**config.mk**
```make
export PLATFORM = sky130hd
export DESIGN_NAME = pipe_mem_stage_flat
export DESIGN_NICKNAME = d
export VERILOG_FILES = /design/src/rtl/pipe_pkg.sv /design/src/rtl/pipe_mem_stage_if.sv /design/src/rtl/pipemwreg.sv /design/src/rtl/pipe_mem_stage.sv /design/src/flat_wrapper.sv
export SDC_FILE = /design/constraint.sdc
export NUM_CORES = 1
export LEC_CHECK = 0
export CORE_AREA = 2 2 120 146
export CTS_BUF_LIST = sky130_fd_sc_hd__clkbuf_8
export DETAILED_ROUTE_END_ITERATION = 10
export DIE_AREA = 0 0 122 148
export PLACE_DENSITY = 0.82
export SLEW_MARGIN = 20
export SYNTH_ARGS = -nofsm -noshare
export SYNTH_HDL_FRONTEND = slang
export SYNTH_HIERARCHICAL = 1
export SYNTH_SLANG_ARGS = --single-unit
```
**constraint.sdc**
```tcl
create_clock -name clock -period 4.2 [get_ports clock]
set_input_delay 1.26 -clock clock [delete_from_list [all_inputs] [get_ports clock]]
set_output_delay 1.26 -clock clock [all_outputs]
set_load 0.02 [all_outputs]
```
**src/rtl/pipe_pkg.sv**
```systemverilog
// pipe_pkg: shared pipeline types, widths and the MEM-stage FSM state.
package pipe_pkg;
    localparam int WORD_W = 32;
    localparam int RN_W = 5;
    typedef enum logic {IDLE, ACCESS} mem_state_t;
    typedef struct packed {
        logic              wreg;
        logic              m2reg;
        logic [WORD_W-1:0] mo;
        logic [WORD_W-1:0] alu;
        logic [RN_W-1:0]   rn;
    } memwb_t;
    function automatic logic [WORD_W-1:0] word_addr(input logic [WORD_W-1:0] a);
        return a & ~WORD_W'(3);
    endfunction
endpackage

```
**src/rtl/pipe_mem_stage_if.sv**
```systemverilog
// pipe_mem_stage_if: data-memory req/ack handshake between the MEM stage and memory.
interface pipe_mem_stage_if import pipe_pkg::*; ();
    logic              dmem_req;
    logic              dmem_we;
    logic [WORD_W-1:0] dmem_addr;
    logic [WORD_W-1:0] dmem_wdata;
    logic [WORD_W-1:0] dmem_rdata;
    logic              dmem_ack;
    modport master (output dmem_req, dmem_we, dmem_addr, dmem_wdata, input dmem_rdata, dmem_ack);
    modport slave  (input dmem_req, dmem_we, dmem_addr, dmem_wdata, output dmem_rdata, dmem_ack);
endinterface

```
**src/rtl/pipemwreg.sv**
```systemverilog
// pipemwreg: MEM/WB pipeline register with enable and bubble insertion.
module pipemwreg import pipe_pkg::*; (
    input  logic   clock,
    input  logic   reset,
    input  logic   en,
    input  logic   bubble,
    input  memwb_t d,
    output memwb_t q
);
    memwb_t wb_d, wb_q;
    always_comb wb_d = !en ? wb_q : bubble ? '0 : d;
    always_ff @(posedge clock or posedge reset)
        if (reset) wb_q <= '0;
        else       wb_q <= wb_d;
    assign q = wb_q;
endmodule

```
**src/rtl/pipe_mem_stage.sv**
```systemverilog
// pipe_mem_stage: MEM stage with variable-latency data-memory handshake and MEM/WB register.
// Define STORE_BUFFER_EN to add a one-entry posted store buffer with load forwarding.
module pipe_mem_stage import pipe_pkg::*; #(
    parameter int unsigned       TIMEOUT   = 255,
    parameter logic [WORD_W-1:0] ERR_RDATA = '0
) (
    input  logic              clock,
    input  logic              reset,
    input  logic              mwreg,
    input  logic              mm2reg,
    input  logic              mwmem,
    input  logic [WORD_W-1:0] malu,
    input  logic [WORD_W-1:0] mb,
    input  logic [RN_W-1:0]   mrn,
    output logic              mem_stall,
    pipe_mem_stage_if.master  dmem,
    output logic              wwreg,
    output logic              wm2reg,
    output logic [WORD_W-1:0] wmo,
    output logic [WORD_W-1:0] walu,
    output logic [RN_W-1:0]   wrn,
    output logic              dmem_err
);
    mem_state_t        state_q, state_d;
    logic              req_q, req_d, we_q, we_d, err_q, err_d, drain_q, drain_d;
    logic [WORD_W-1:0] addr_q, addr_d, wdata_q, wdata_d;
    logic [31:0]       cnt_q, cnt_d;
    logic              memop, is_load, acc, tmo, done, fwd, bubble;
    logic [WORD_W-1:0] rdata;
    memwb_t            wb, wb_q;

    assign memop   = mm2reg | mwmem;
    assign is_load = mm2reg & ~mwmem;
    assign acc     = state_q == ACCESS;
    assign tmo     = acc && TIMEOUT != 0 && cnt_q == TIMEOUT - 1 && !dmem.dmem_ack;
    assign done    = acc && (dmem.dmem_ack || tmo);
    assign rdata   = dmem.dmem_ack ? dmem.dmem_rdata : ERR_RDATA;
    assign fwd     = drain_q && is_load && word_addr(malu) == addr_q;

    always_comb begin
        state_d   = state_q;
        req_d     = req_q;
        we_d      = we_q;
        addr_d    = addr_q;
        wdata_d   = wdata_q;
        cnt_d     = cnt_q;
        drain_d   = drain_q;
        err_d     = err_q | tmo;
        wb        = '{wreg: mwreg, m2reg: is_load, mo: '0, alu: malu, rn: mrn};
        bubble    = 1'b0;
        mem_stall = 1'b0;
        if (!acc) begin
            if (memop) begin
                state_d = ACCESS;
                req_d   = 1'b1;
                we_d    = mwmem;
                addr_d  = word_addr(malu);
                wdata_d = mb;
                cnt_d   = '0;
                bubble  = 1'b1;
`ifdef STORE_BUFFER_EN
                drain_d   = mwmem;
                mem_stall = !mwmem;
`else
                mem_stall = 1'b1;
`endif
            end
        end else if (drain_q) begin
            // Buffered store drains while non-conflicting work keeps flowing.
            cnt_d = done ? '0 : cnt_q + 32'd1;
            if (done) begin
                state_d = IDLE;
                req_d   = 1'b0;
                drain_d = 1'b0;
            end
            if (fwd) wb.mo = wdata_q;
            else if (memop) begin
                mem_stall = 1'b1;
                bubble    = 1'b1;
            end
        end else if (done) begin
            state_d = IDLE;
            req_d   = 1'b0;
            cnt_d   = '0;
            wb.mo   = is_load ? rdata : '0;
        end else begin
            mem_stall = 1'b1;
            bubble    = 1'b1;
            cnt_d     = cnt_q + 32'd1;
        end
    end

    always_ff @(posedge clock or posedge reset) begin
        if (reset) begin
            state_q <= IDLE;
            req_q   <= 1'b0;
            we_q    <= 1'b0;
            addr_q  <= '0;
            wdata_q <= '0;
            cnt_q   <= '0;
            drain_q <= 1'b0;
            err_q   <= 1'b0;
        end else begin
            state_q <= state_d;
            req_q   <= req_d;
            we_q    <= we_d;
            addr_q  <= addr_d;
            wdata_q <= wdata_d;
            cnt_q   <= cnt_d;
            drain_q <= drain_d;
            err_q   <= err_d;
        end
    end

    pipemwreg u_mwreg (
        .clock  (clock),
        .reset  (reset),
        .en     (1'b1),
        .bubble (bubble),
        .d      (wb),
        .q      (wb_q)
    );

    assign dmem.dmem_req   = req_q;
    assign dmem.dmem_we    = we_q;
    assign dmem.dmem_addr  = addr_q;
    assign dmem.dmem_wdata = wdata_q;
    assign dmem_err        = err_q;
    assign wwreg           = wb_q.wreg;
    assign wm2reg          = wb_q.m2reg;
    assign wmo             = wb_q.mo;
    assign walu            = wb_q.alu;
    assign wrn             = wb_q.rn;
endmodule

```
**src/flat_wrapper.sv**
```systemverilog
// flat-port wrapper written by rule: the top's interface ports become plain ports
module pipe_mem_stage_flat import pipe_pkg::*;
#(
    parameter int unsigned       TIMEOUT   = 255,
    parameter logic [WORD_W-1:0] ERR_RDATA = '0
)
  (clock, reset, mwreg, mm2reg, mwmem, malu, mb, mrn, mem_stall, wwreg, wm2reg, wmo, walu, wrn, dmem_err, dmem_dmem_req, dmem_dmem_we, dmem_dmem_addr, dmem_dmem_wdata, dmem_dmem_rdata, dmem_dmem_ack);
  pipe_mem_stage_if dmem_i ();
  input  logic clock;
  input  logic reset;
  input  logic mwreg;
  input  logic mm2reg;
  input  logic mwmem;
  input  logic [WORD_W-1:0] malu;
  input  logic [WORD_W-1:0] mb;
  input  logic [RN_W-1:0] mrn;
  output logic mem_stall;
  output logic wwreg;
  output logic wm2reg;
  output logic [WORD_W-1:0] wmo;
  output logic [WORD_W-1:0] walu;
  output logic [RN_W-1:0] wrn;
  output logic dmem_err;
  output wire logic [$bits(dmem_i.dmem_req)-1:0] dmem_dmem_req;
  output wire logic [$bits(dmem_i.dmem_we)-1:0] dmem_dmem_we;
  output wire logic [$bits(dmem_i.dmem_addr)-1:0] dmem_dmem_addr;
  output wire logic [$bits(dmem_i.dmem_wdata)-1:0] dmem_dmem_wdata;
  input wire logic [$bits(dmem_i.dmem_rdata)-1:0] dmem_dmem_rdata;
  input wire logic [$bits(dmem_i.dmem_ack)-1:0] dmem_dmem_ack;
  assign dmem_dmem_req = dmem_i.dmem_req;
  assign dmem_dmem_we = dmem_i.dmem_we;
  assign dmem_dmem_addr = dmem_i.dmem_addr;
  assign dmem_dmem_wdata = dmem_i.dmem_wdata;
  assign dmem_i.dmem_rdata = dmem_dmem_rdata;
  assign dmem_i.dmem_ack = dmem_dmem_ack;
  pipe_mem_stage #(.TIMEOUT(TIMEOUT), .ERR_RDATA(ERR_RDATA)) u_core (.clock(clock), .reset(reset), .mwreg(mwreg), .mm2reg(mm2reg), .mwmem(mwmem), .malu(malu), .mb(mb), .mrn(mrn), .mem_stall(mem_stall), .dmem(dmem_i), .wwreg(wwreg), .wm2reg(wm2reg), .wmo(wmo), .walu(walu), .wrn(wrn), .dmem_err(dmem_err));
endmodule
```
## After elaboration in Yosys (flattened, before gate mapping)

Cells that the tools add are included.

| cells by class | value |
|---|---|
| add/sub/neg operators | 1 |
| $mul | 0 |
| divide/modulo/power cells | 0 |
| $lt $le $gt $ge | 0 |
| equal/unequal tests | 3 |
| shifts and indexed selects | 0 |
| multiplexer cells | 20 |
| bitwise gates (word level) | 5 |
| reduce and logical (&&, ||, !) cells | 10 |

Operators with widths:

| operator | number |
|---|---|
| 32-bit two-way mux | 9 |
| 71-bit two-way mux | 1 |
| 32-bit by 1-bit adder with 32-bit output, second input constant | 1 |
| 32-bit by 8-bit == test with 1-bit output, second input constant | 1 |
| 30-bit == test | 1 |
| 1-bit two-way mux | 10 |
| 1-bit logical AND | 5 |
| 2-bit AND reduction | 2 |
| 2-bit != test, second input constant | 1 |
| 1-bit inverter | 2 |
| 1-bit bitwise OR | 2 |
| 2-bit nonzero test | 1 |
| 1-bit bitwise AND | 1 |
| 1-bit logical NOT | 1 |
| 1-bit logical OR | 1 |

| storage, ports and cells | value |
|---|---|
| register bits | 170 |
| latch bits | 0 |
| bits in writable memories | 0 |
| ROM bits | 0 |
| input port bits | 107 |
| output and inout bits | 139 |
| word-level logic and storage cells | 52 |
| memories kept | 0 |

## Logic depth before layout (Yosys ltp)

Gate-level depths: netlist of run 1.

| depth | value |
|---|---|
| depth after elaboration | 9 |
| mapped depth | 13 |

## Hierarchy

The synthesis of run 1 kept the hierarchy.

Modules (own cells, without submodules):

| module | instances | cells an instance | area an instance (µm²) |
|---|---|---|---|
| pipe_mem_stage | 1 | 542 | 5475.3 |
| pipemwreg | 1 | 161 | 2548.7 |

## Worst setup path after synthesis of run 1

No wires, ideal clock.

| path | value |
|---|---|
| kind | in2out |
| start point | input port mwmem |
| end point | output port mem_stall |
| arrival time | 2.276 ns |
| slack | 0.664 ns |
| stages | 7 |
| buffers on the path | 2 |
| cell sequence | inv_1 > nand2_1 > nand2b_1 > clkbuf_1 > buf_2 > o21ai_2 > a21o_1 |

| between the ends | value |
|---|---|
| longest elaborated chain between the ends | 7 |
| elaborated cells between the ends (all ways) | 9 |
| those cells by class | mux: 4; bitwise: 3; reduce/logical: 2 |

Ends and longest elaborated chain:

| what | line | RTL |
|---|---|---|
| start: declaration | flat_wrapper.sv:13 | `input logic mwmem;` |
| 1-bit inverter | pipe_mem_stage.sv:33 | `assign is_load = mm2reg & ~mwmem;` |
| 1-bit bitwise AND | pipe_mem_stage.sv:33 |  |
| 1-bit logical AND (2 in a row) | pipe_mem_stage.sv:38 | `assign fwd = drain_q && is_load && word_addr(malu) == addr_q;` |
| 1-bit two-way mux | pipe_mem_stage.sv:76 | `if (fwd) wb.mo = wdata_q;` |
| 1-bit two-way mux | pipe_mem_stage.sv:68 | `end else if (drain_q) begin` |
| 1-bit two-way mux * | pipe_mem_stage.sv:52 | `if (!acc) begin` |
| end: declaration | flat_wrapper.sv:17 | `output logic mem_stall;` |

Every way passes the cells marked *; elsewhere a longest branch is shown, timed or not.

## Final worst setup path of run 1

| path | value |
|---|---|
| start point | input port mm2reg |
| end point | output port mem_stall |

| between the ends | value |
|---|---|
| longest elaborated chain between the ends | 6 |
| elaborated cells between the ends (all ways) | 8 |
| those cells by class | mux: 4; bitwise: 2; reduce/logical: 2 |

Ends and longest elaborated chain:

| what | line | RTL |
|---|---|---|
| start: declaration | flat_wrapper.sv:12 | `input logic mm2reg;` |
| 1-bit bitwise AND | pipe_mem_stage.sv:33 |  |
| via u_core.is_load | pipe_mem_stage.sv:28 | `logic memop, is_load, acc, tmo, done, fwd, bubble;` |
| 1-bit logical AND (2 in a row) | pipe_mem_stage.sv:38 |  |
| 1-bit two-way mux | pipe_mem_stage.sv:76 |  |
| 1-bit two-way mux | pipe_mem_stage.sv:68 |  |
| 1-bit two-way mux | pipe_mem_stage.sv:52 |  |

The timed path passes the listed nets, and every way through them passes these cells.

==> flow_metrics.env, run 1 <==
export IMPL_drt_wirelength_per_cell_um=19.8
export IMPL_clock_sinks=170
export IMPL_nFillCells=1252
export IMPL_core_region_area_sq_mm=0.0166
export IMPL_drt_initial_drc_count=536
export IMPL_hold_class="reg2reg"
export IMPL_synth_top_area_share_pct=53.0
export IMPL_critPathLaunchType="primary input"
export IMPL_tns_ps=0
export IMPL_dp_hpwl_um=16500
export IMPL_async_flop_share_pct=100
export IMPL_critPathArrivalTime_ps=2920
export IMPL_clk_latency_ps=460
export IMPL_cp_required_ps=2940
export IMPL_viasPerCell=5.73
export IMPL_powerDensity_mw_per_mm2=399
export IMPL_period_share_pct=99.5
export IMPL_finalClockSkew_ps=14.4
export IMPL_netlist_area_sq_mm=0.00802
export IMPL_yosys_area_share_adder_pct=0.312
export IMPL_yosys_area_top_type="dfrtp_1"
export IMPL_critical_path_class="in2out"
export IMPL_stdcell_count=1196
export IMPL_yosysUniqueCellTypes=57
export IMPL_htreeDepth=4
export IMPL_initial_core_util_pct=48.4
export IMPL_synth_top_family_by_area="compound AO/OA/AOI/OAI gates"
export IMPL_hold_viol_final=0
export IMPL_synth_xor_area_share_pct=3.27
export IMPL_die_area_sq_mm=0.0181
export IMPL_ios=246
export IMPL_rows=52
export IMPL_critical_path_max_stage_delay_ps=490
export IMPL_setup_viol=0
export IMPL_placed_area_sq_mm=0.0108
export IMPL_end_kind="output pin"
export IMPL_grtUsageTotal_pct=26.3
export IMPL_final_area_sq_mm=0.0113
export IMPL_die_x_um=122
export IMPL_finalHoldWorstSlack_ps=496
export IMPL_drv_cap=0
export IMPL_layout_cells_most_common="clkdlybuf4s50_1"
export IMPL_synth_area_leaders="dfrtp_1 (53%), mux2_2 (8.7%), a22o_1 (7.6%)"
export IMPL_ys_warn_count=6
export IMPL_timing_fmax_ghz=0.239
export IMPL_slew_headroom_pct=38.5
export IMPL_vias=6854
export IMPL_avgSynthCellArea_sq_um=11.4
export IMPL_status="finished clean"
export IMPL_grt_pass1_vias=6691
export IMPL_drive_gt1_share_pct=16.9
export IMPL_wirelength_um=23700
export IMPL_route_detailed_drc=0
export IMPL_crit_path_top_delay_cell="clkdlybuf4s50_1"
export IMPL_cellLeakagePower_nw=4.95
export IMPL_synth_area_mux_share_pct=8.95
export IMPL_grt_max_degree=72
export IMPL_syn2layout_area_growth_pct=41.0
export IMPL_path_cells="clkdlybuf4s50_1 > nor2b_1 > buf_4 > nand4_1 > nor3_2 > a31oi_4 > a21o_1 > buf_6"
export IMPL_layout_common_cells="clkdlybuf4s50_1 (223), dfrtp_1 (170), a22o_1 (70)"
export IMPL_cp_top_family="buffers and inverters"
export IMPL_synth_seq_cells=170
export IMPL_path_buf_inv=3
export IMPL_synth_edff_count=0
export IMPL_tightest_slew_ps=923
export IMPL_grt_pass1_wl_um=36500
export IMPL_drv_slew=0
export IMPL_layout_setup_ws_ps=20.7
export IMPL_place_ws_ps=-740
export IMPL_detail_route_antenna_nets=0
export IMPL_synth_compound_area_share_pct=15.6
export IMPL_cts_root_buffer_cell="clkbuf_8"
export IMPL_dp_cells=1160
export IMPL_numCtsBuffers=17
export IMPL_die_height_um=148
export IMPL_tritoncts="built"
export IMPL_clk_pin_slew_ps=90
export IMPL_path_max_fanout=3
export IMPL_ctsHoldBuffers=0
export IMPL_ys_seq_area_share_pct=53.0
export IMPL_synth_flop_cell="dfrtp_1"
export IMPL_fin_nets=1075
export IMPL_numPortBuffers=243
export IMPL_synth_cells=703
export IMPL_grt_antenna_before_repair=1
export IMPL_max_vdd_ir_drop_mv=0.217
export IMPL_drt_first_pass_iters=8
export IMPL_synth_simple_area_share_pct=12.4
export IMPL_gp_congestion=0.840
export IMPL_period_minus_slack_ps=4180
export IMPL_clock_path_buffers=2
export IMPL_overflow=0
-- synth_stat cells, types with 3 or more instances --
library cell  count
nor4_1           10
o311ai_0          3
a21o_1            5
xnor2_1          27
nor2_1            7
buf_6            13
nand2_1          67
or3_1            13
buf_2            14
a221oi_1         32
and2_1            3
o21ai_0          11
nand4_1          18
buf_4             4
nor3_1            3
mux2_2           62
nand3_1          35
o211ai_1          9
or4_1             7
and4_1            3
xor2_1            3
a21oi_1           4
inv_1            48
o311ai_1          3
and3_1            3
a22o_1           70
clkbuf_1         18
dfrtp_1         170
-- metal layers --
layer	track usage, %	routed length, um	vias up
met1	32.8	9270	3412
met3	6.10	1550	57
li1	-	-	3101
met2	43.5	12000	284
met4	11.3	831	0
met5	0	0	-
-- cells by family after synthesis --
family | count (synthesis)
AO/OA/AOI/OAI | 152
other | 2
buffers and inverters | 98
AND/OR/NAND/NOR | 185
adder cells (fa/ha/maj) | 2
XOR/XNOR | 30
multiplexers | 64
flip-flops | 170
-- where the power goes --
part           total, mW  switching, mW  internal [mW]
registers           1.98          0.156           1.82
logic               1.27          0.613          0.660
clock network       1.26          0.609          0.651
-- through the flow --
stage	utilization, %	power, mW
4_1_cts	67.9	4.54
2_1_floorplan	-	2.62
5_1_grt	68.2	4.72
6_report	68.2	4.51
3_3_place_gp	65.0	3.24
3_5_place_dp	65.0	3.26
-- area by class of cell --
cell class | instances | area, sq um | share of cell area [%]
Clock inverter | 15 | 200 | 1.77
Sequential cell | 170 | 4250 | 37.6
Timing Repair Buffer | 291 | 2820 | 24.9
Multi-Input combinational cell | 438 | 3350 | 29.6
Antenna cell | 1 | 2.50 | 0.0221
Tap cell | 216 | 270 | 2.39
Inverter | 48 | 184 | 1.63
Clock buffer | 17 | 234 | 2.07
-- final timing paths --
kind | end | cells past startpoint | startpoint | slack [ps]
min in group asynchronous | u_core/dmem.dmem_wdata[4]$_DFFE_PP0P_ | 2 | reset | 1270
worst max-delay path | mem_stall | 8 | mm2reg | 20
max in group asynchronous | u_core/u_mwreg/q[56]$_DFFE_PP0P_ | 3 | reset | 2120
worst min register to register | u_core/dmem_err$_DFF_PP0_ | 1 | u_core/dmem_err$_DFF_PP0_ | 500
worst max register to register | u_core/u_mwreg/q[55]$_DFFE_PP0P_ | 11 | u_core/acc$_DFF_PP0_ | 1290
worst min-delay path | u_core/dmem_err$_DFF_PP0_ | 1 | u_core/dmem_err$_DFF_PP0_ | 500
-- sequential cells by signal, summed over array words and instances (netlist names), 30 cells and up --
signal and count:
u_core/cnt_q 32, u_core/dmem.dmem_addr 30, u_core/dmem.dmem_wdata 32, u_core/u_mwreg/q 71
-- what timing repair did --
item | 4_1_cts | 5_1_grt
endpoints found under the setup margin | 1 | 1
gates resized for setup | 23 | 13
pin swaps | 10 | 8
setup buffers | 1 | 2
(Power assumes the default switching activity.)
==> inputs of run 2 (changes only) <==
--- a/config.mk
+++ b/config.mk
@@ -5,11 +5,12 @@
 export SDC_FILE = /design/constraint.sdc
 export NUM_CORES = 1
 export LEC_CHECK = 0
-export CORE_AREA = 2 2 120 146
+export ABC_AREA = 1
+export CORE_AREA = 2 2 126 153
 export CTS_BUF_LIST = sky130_fd_sc_hd__clkbuf_8
 export DETAILED_ROUTE_END_ITERATION = 10
-export DIE_AREA = 0 0 122 148
-export PLACE_DENSITY = 0.82
+export DIE_AREA = 0 0 128 155
+export PLACE_DENSITY = 0.83
 export SLEW_MARGIN = 20
 export SYNTH_ARGS = -nofsm -noshare
 export SYNTH_HDL_FRONTEND = slang
==> constraint.sdc (replaced) <==
create_clock -name clock -period 4.2 [get_ports clock]
set_input_delay 0.42 -clock clock [delete_from_list [all_inputs] [get_ports clock]]
set_output_delay 0.42 -clock clock [all_outputs]
set_load 0.02 [all_outputs]
==> run 2 against run 1 <==
  * Count of clock-buffer cells in the layout grew 2
  * Sequential power up 9%
  * Synthesized cell count grew 77%
  * Total power increased by 15%
  * Largest cell class unchanged
  * Largest power group unchanged
  * Global-route usage rose by 1.7 points
  * Critical endpoint unchanged
  * Combinational power up 45%
  * Non-clock buffer count down 37
  * Wire length up 17%
==> flow_metrics.env, run 2 <==
export IMPL_hold_viol_final=0
export IMPL_async_flop_share_pct=100
export IMPL_path_depth=12
export IMPL_yosysUniqueCellTypes=38
export IMPL_ios=246
export IMPL_clk_pin_slew_ps=90
export IMPL_synth_seq_cells=170
export IMPL_clk_latency_ps=470
export IMPL_dp_cells=1666
export IMPL_ys_warn_count=6
export IMPL_netlist_area_sq_mm=0.00925
export IMPL_cts_setup_buffers=0
export IMPL_setup_viol=0
export IMPL_place_ws_ps=1190
export IMPL_overflow=0
export IMPL_yosysMostFrequentCell="nand2_1"
export IMPL_avgSynthCellArea_sq_um=7.45
export IMPL_fin_nets=1566
export IMPL_grtUsageMet3_pct=5.71
export IMPL_reg2reg_slack_ps=1220
export IMPL_ys_seq_area_share_pct=46.0
export IMPL_tns_ps=0
export IMPL_rows=55
export IMPL_initial_core_util_pct=50.1
export IMPL_path_buf_inv=3
export IMPL_nFillCells=1580
export IMPL_die_x_um=128
export IMPL_diodes=0
export IMPL_status="finished clean"
export IMPL_synth_edff_count=0
export IMPL_drive_gt1_share_pct=7.29
export IMPL_busiest_layer="met2"
export IMPL_drt_wirelength_per_cell_um=16.3
export IMPL_synth_cells=1242
export IMPL_grtUsageMet2_pct=48.1
export IMPL_drv_slew=0
export IMPL_finalHoldWorstSlack_ps=483
export IMPL_tritoncts="built"
export IMPL_largest_register_ffs=71
export IMPL_stdcell_count=1696
export IMPL_critPathLaunchType="flip-flop"
export IMPL_clock_sinks=170
export IMPL_cts_root_buffer_cell="clkbuf_8"
export IMPL_total_power_mw=5.19
export IMPL_critical_path_max_stage_delay_ps=730
export IMPL_grt_pass1_wl_um=43900
export IMPL_htreeDepth=4
export IMPL_timing_fmax_ghz=0.307
export IMPL_critical_path_class="reg2out"
export IMPL_core_region_area_sq_mm=0.0184
export IMPL_powerDensity_mw_per_mm2=429
export IMPL_viasPerCell=5.29
export IMPL_grt_pass1_vias=8469
export IMPL_vias=8980
export IMPL_dp_hpwl_um=19300
export IMPL_layout_common_cells="nand2_1 (508), clkdlybuf4s50_1 (243), dfrtp_1 (170)"
export IMPL_numCtsBuffers=17
export IMPL_holdPathStages=3
export IMPL_grt_max_degree=93
export IMPL_tightest_slew_ps=1160
export IMPL_cts_resized=0
export IMPL_hold_class="in2reg"
export IMPL_die_height_um=155
export IMPL_synth_common_cells="nand2_1 (509), dfrtp_1 (170), nor2_1 (122)"
export IMPL_clock_path_buffers=2
export IMPL_die_area_sq_mm=0.0198
export IMPL_cp_top_family="buffers and inverters"
export IMPL_utilization_pct=65.5
export IMPL_drt_initial_drc_count=611
export IMPL_end_kind="output pin"
export IMPL_period_minus_slack_ps=3260
export IMPL_placed_area_sq_mm=0.0117
export IMPL_detail_route_antenna_nets=0
export IMPL_route_detailed_drc=0
export IMPL_wirelength_um=27700
export IMPL_final_area_sq_mm=0.0121
export IMPL_drt_first_pass_iters=5
export IMPL_finalClockSkew_ps=13.3
export IMPL_grtUsageTotal_pct=28.0
export IMPL_path_max_fanout=7
export IMPL_max_vdd_ir_drop_mv=0.240
export IMPL_reg2reg_depth=15
export IMPL_drv_cap=0
export IMPL_synth_top_area_share_pct=46.0
export IMPL_cp_required_ps=3780
export IMPL_crit_path_top_delay_cell="clkdlybuf4s50_1"
export IMPL_rsz0062_at_grt="no"
export IMPL_grt_use_met1_pct=34.2
export IMPL_gp_congestion=0.939
export IMPL_cp_common_cell="nand2_1"
export IMPL_slew_headroom_pct=22.6
export IMPL_grt_antenna_before_repair=0
export IMPL_layout_cells_most_common="nand2_1"
export IMPL_layout_setup_ws_ps=938
export IMPL_yosys_area_top_type="dfrtp_1"
export IMPL_ctsHoldBuffers=0
export IMPL_critPathArrivalTime_ps=2840
export IMPL_syn2layout_area_growth_pct=30.6
export IMPL_synth_flop_cell="dfrtp_1"
export IMPL_synth_area_leaders="dfrtp_1 (46%), nand2_1 (21%), nand3_1 (5.0%)"
export IMPL_numPortBuffers=243
export IMPL_period_share_pct=77.7
export IMPL_cellLeakagePower_nw=5.74
export IMPL_path_cells="inv_2 > ha_1 > inv_1 > nor2_1 > nand3_1 > nor2_1 > nand2_1 > nand2_1 > nand2_1 > nand3_1 > nand2_1 > clkdlybuf4s50_1"
## run 2: cell type report
| cell class | count | area (sq um) | area share, % |
|---|---|---|---|
| clock buffers | 19 | 262 | 2.17 |
| clock inverters | 11 | 138 | 1.14 |
| inverters | 99 | 382 | 3.16 |
| multi-input cells | 915 | 4240 | 35.1 |
| flip-flops and latches | 170 | 4250 | 35.2 |
| well taps | 228 | 285 | 2.36 |
| repair buffers | 254 | 2510 | 20.8 |
## run 2: metal layers
metal	vias to the layer above	share of wire, %	wire length, um
met2	368	49	13700
met4	0	4.1	1150
met5	-	0	0
met1	4220	41	11300
li1	4318	-	-
met3	74	5.7	1580
## run 2: where the power goes
part,switching [mW],total (mW),internal [mW]
combinational,1.07,1.84,0.763
clock,0.638,1.20,0.565
sequential,0.237,2.15,1.91
## run 2: cells by family after synthesis
group	after synthesis	share of synthesized area [%]
fa+ha+maj	2	0.271
xor+xnor	17	1.61
simple gates	798	36.9
other cells	2	0.0812
flops	170	46.0
compound gates	95	6.80
buf+inv	158	8.32
## run 2: worst paths after layout
kind / endpoint / startpoint
worst max-delay path: mem_stall / u_core/cnt_q[0]$_DFFE_PP0P_
worst min-delay path: u_core/dmem.dmem_wdata[5]$_DFFE_PP0P_ / mb[5]
worst max register to register: u_core/u_mwreg/q[13]$_DFFE_PP0P_ / u_core/cnt_q[0]$_DFFE_PP0P_
worst min register to register: u_core/dmem.dmem_we$_DFFE_PP0P_ / u_core/dmem.dmem_we$_DFFE_PP0P_
max in group asynchronous: u_core/dmem.dmem_wdata[30]$_DFFE_PP0P_ / reset
min in group asynchronous: u_core/dmem.dmem_addr[17]$_DFFE_PP0P_ / reset
## run 2: worst register-to-register path: cells and delay by family, from the launching register on
| family | cells | cell delay, ps |
|---|---|---|
| flip-flops | 1 | 490 |
| AND/OR/NAND/NOR | 10 | 1060 |
| buffers and inverters | 4 | 1200 |
| adder cells (fa/ha/maj) | 1 | 160 |
==> inputs of run 3 (changes only) <==
--- a/config.mk
+++ b/config.mk
@@ -6,11 +6,11 @@
 export NUM_CORES = 1
 export LEC_CHECK = 0
 export ABC_AREA = 1
-export CORE_AREA = 2 2 126 153
+export CORE_AREA = 2 2 133 161
 export CTS_BUF_LIST = sky130_fd_sc_hd__clkbuf_8
 export DETAILED_ROUTE_END_ITERATION = 10
-export DIE_AREA = 0 0 128 155
-export PLACE_DENSITY = 0.83
+export DIE_AREA = 0 0 135 163
+export PLACE_DENSITY = 0.78
 export SLEW_MARGIN = 20
 export SYNTH_ARGS = -nofsm -noshare
 export SYNTH_HDL_FRONTEND = slang
==> constraint.sdc (replaced) <==
create_clock -name clock -period 2.6 [get_ports clock]
set_input_delay 0.26 -clock clock [delete_from_list [all_inputs] [get_ports clock]]
set_output_delay 0.26 -clock clock [all_outputs]
set_load 0.02 [all_outputs]
==> run 3 against run 2 <==
  * Utilization down 5.7 points
  * Critical path type unchanged
  * Critical path depth unchanged
  * Combinational power is 68% higher
  * Critical endpoint unchanged
  * Largest power group unchanged
==> flow_metrics.env, run 3 (synthesized netlist as in run 2, its figures left out) <==
export IMPL_initial_core_util_pct=44.9
export IMPL_cp_required_ps=2340
export IMPL_p_int_mw=5.26
export IMPL_rows=58
export IMPL_path_max_fanout=2
export IMPL_detail_route_antenna_nets=0
export IMPL_critPathLaunchType="flip-flop"
export IMPL_drive_gt1_share_pct=7.98
export IMPL_ios=246
export IMPL_finalClockSkew_ps=19.4
export IMPL_p_clk_share_pct=23.0
export IMPL_cts_root_buffer_cell="clkbuf_8"
export IMPL_period_minus_slack_ps=2330
export IMPL_status="finished clean"
export IMPL_die_x_um=135
export IMPL_drt_wirelength_per_cell_um=15.8
export IMPL_numPortBuffers=243
export IMPL_layout_setup_ws_ps=273
export IMPL_cellLeakagePower_nw=5.83
export IMPL_overflow=0
export IMPL_layout_cells_most_common="nand2_1"
export IMPL_grt_pass1_wl_um=43500
export IMPL_max_vdd_ir_drop_mv=0.438
export IMPL_layout_common_cells="nand2_1 (509), clkdlybuf4s50_1 (242), dfrtp_1 (169)"
export IMPL_wirelength_um=27600
export IMPL_hold_class="in2async"
export IMPL_clock_sinks=170
export IMPL_grtUsageTotal_pct=24.9
export IMPL_drt_first_pass_iters=5
export IMPL_drt_initial_drc_count=533
export IMPL_place_ws_ps=91.8
export IMPL_timing_fmax_ghz=0.430
export IMPL_grt_max_degree=93
export IMPL_viasPerCell=5.12
export IMPL_htreeDepth=4
export IMPL_nFillCells=1874
export IMPL_combPwrFrac_pct=36.5
export IMPL_largest_register_ffs=71
export IMPL_clock_path_buffers=2
export IMPL_power_switching_share_pct=38.1
export IMPL_die_height_um=163
export IMPL_clk_pin_slew_ps=100
export IMPL_critical_path_class="reg2out"
export IMPL_gp_congestion=0.940
export IMPL_period_share_pct=89.5
export IMPL_clk_latency_ps=460
export IMPL_syn2layout_area_growth_pct=33.3
export IMPL_numCtsBuffers=17
export IMPL_die_area_sq_mm=0.0220
export IMPL_drv_cap=0
export IMPL_critPathArrivalTime_ps=2070
export IMPL_power_share_sequential_pct=40.5
export IMPL_setup_viol=0
export IMPL_slew_headroom_pct=60.7
export IMPL_route_detailed_drc=0
export IMPL_end_kind="output pin"
export IMPL_fin_nets=1574
export IMPL_switchingPower_mw=3.23
export IMPL_tns_ps=0
export IMPL_vias=8951
export IMPL_tightest_slew_ps=589
export IMPL_rsz0062_at_grt="no"
export IMPL_powerDensity_mw_per_mm2=688
export IMPL_drv_slew=0
export IMPL_grt_antenna_before_repair=0
export IMPL_tritoncts="built"
export IMPL_dp_hpwl_um=19500
export IMPL_grt_pass1_vias=8659
export IMPL_core_region_area_sq_mm=0.0206
export IMPL_hold_viol_final=0
## run 3: timing repair
item | in CTS | in global routing
setup endpoints to repair | 1 | 1
gates resized for setup | 2 | 2
hold buffers | 0 | 0
buffers inserted | 1 | 0
## run 3: worst max-delay path, stage by stage (launching register included)
cell,delay (ps)
dfrtp_2,420
inv_2,70
ha_1,150
inv_1,40
nor2_1,130
nand3_1,100
nor2_1,110
nand2_1,90
nand2_1,90
nand2_1,70
nand3_1,70
nand2_1,90
clkbuf_2,170
## run 3: stage by stage
stage,utilization (%),std cells,hold WS (ps),area (sq um),power (mW)
2_1_floorplan,-,1243,356,9260,5.04
3_3_place_gp,57.8,1715,476,11900,6.50
3_5_place_dp,57.8,1715,470,11900,6.56
4_1_cts,59.8,1748,234,12300,8.54
5_1_grt,59.8,1748,251,12300,8.93
6_report,59.8,1749,230,12300,8.48
## run 3: final cells by class
class	count	area, sq um	area share [%]
diodes	1	2.50	0.0203
clock buffers	19	262	2.12
clock inverters	13	153	1.24
inverters	99	382	3.10
multi-input cells	915	4240	34.4
flip-flops and latches	170	4260	34.5
well taps	270	338	2.74
repair buffers	262	2700	21.9
## run 3: worst paths after layout
check                                            start                                     to  slack [ps]  cells after the start
min in group clock                               mb[7]  u_core/dmem.dmem_wdata[7]$_DFFE_PP0P_         330                      3
min                                              reset       u_core/u_mwreg/q[22]$_DFFE_PP0P_         230                      2
max reg2reg                u_core/cnt_q[0]$_DFFE_PP0P_       u_core/u_mwreg/q[35]$_DFFE_PP0P_         480                     16
max                        u_core/cnt_q[0]$_DFFE_PP0P_                              mem_stall         270                     12
max in group asynchronous                        reset  u_core/dmem.dmem_wdata[2]$_DFFE_PP0P_        1700                      3
min reg2reg                  u_core/dmem_err$_DFF_PP0_              u_core/dmem_err$_DFF_PP0_         500                      1
## run 3: power groups by stage
stage	logic, mW	registers (mW)	clock network [mW]
3_3_place_gp	3.03	3.47	0
5_1_grt	3.33	3.49	2.11
6_report	3.09	3.44	1.95
2_1_floorplan	1.07	3.97	0
4_1_cts	3.09	3.43	2.01
3_5_place_dp	3.08	3.48	0
## run 3: routing by layer
layer | share of wire [%] | vias up | global-route usage [%]
met3 | 6.1 | 62 | 4.39
met4 | 3.3 | 0 | 10.7
met2 | 50 | 317 | 42.7
met5 | 0 | - | 0
li1 | - | 4336 | -
met1 | 41 | 4236 | 30.7
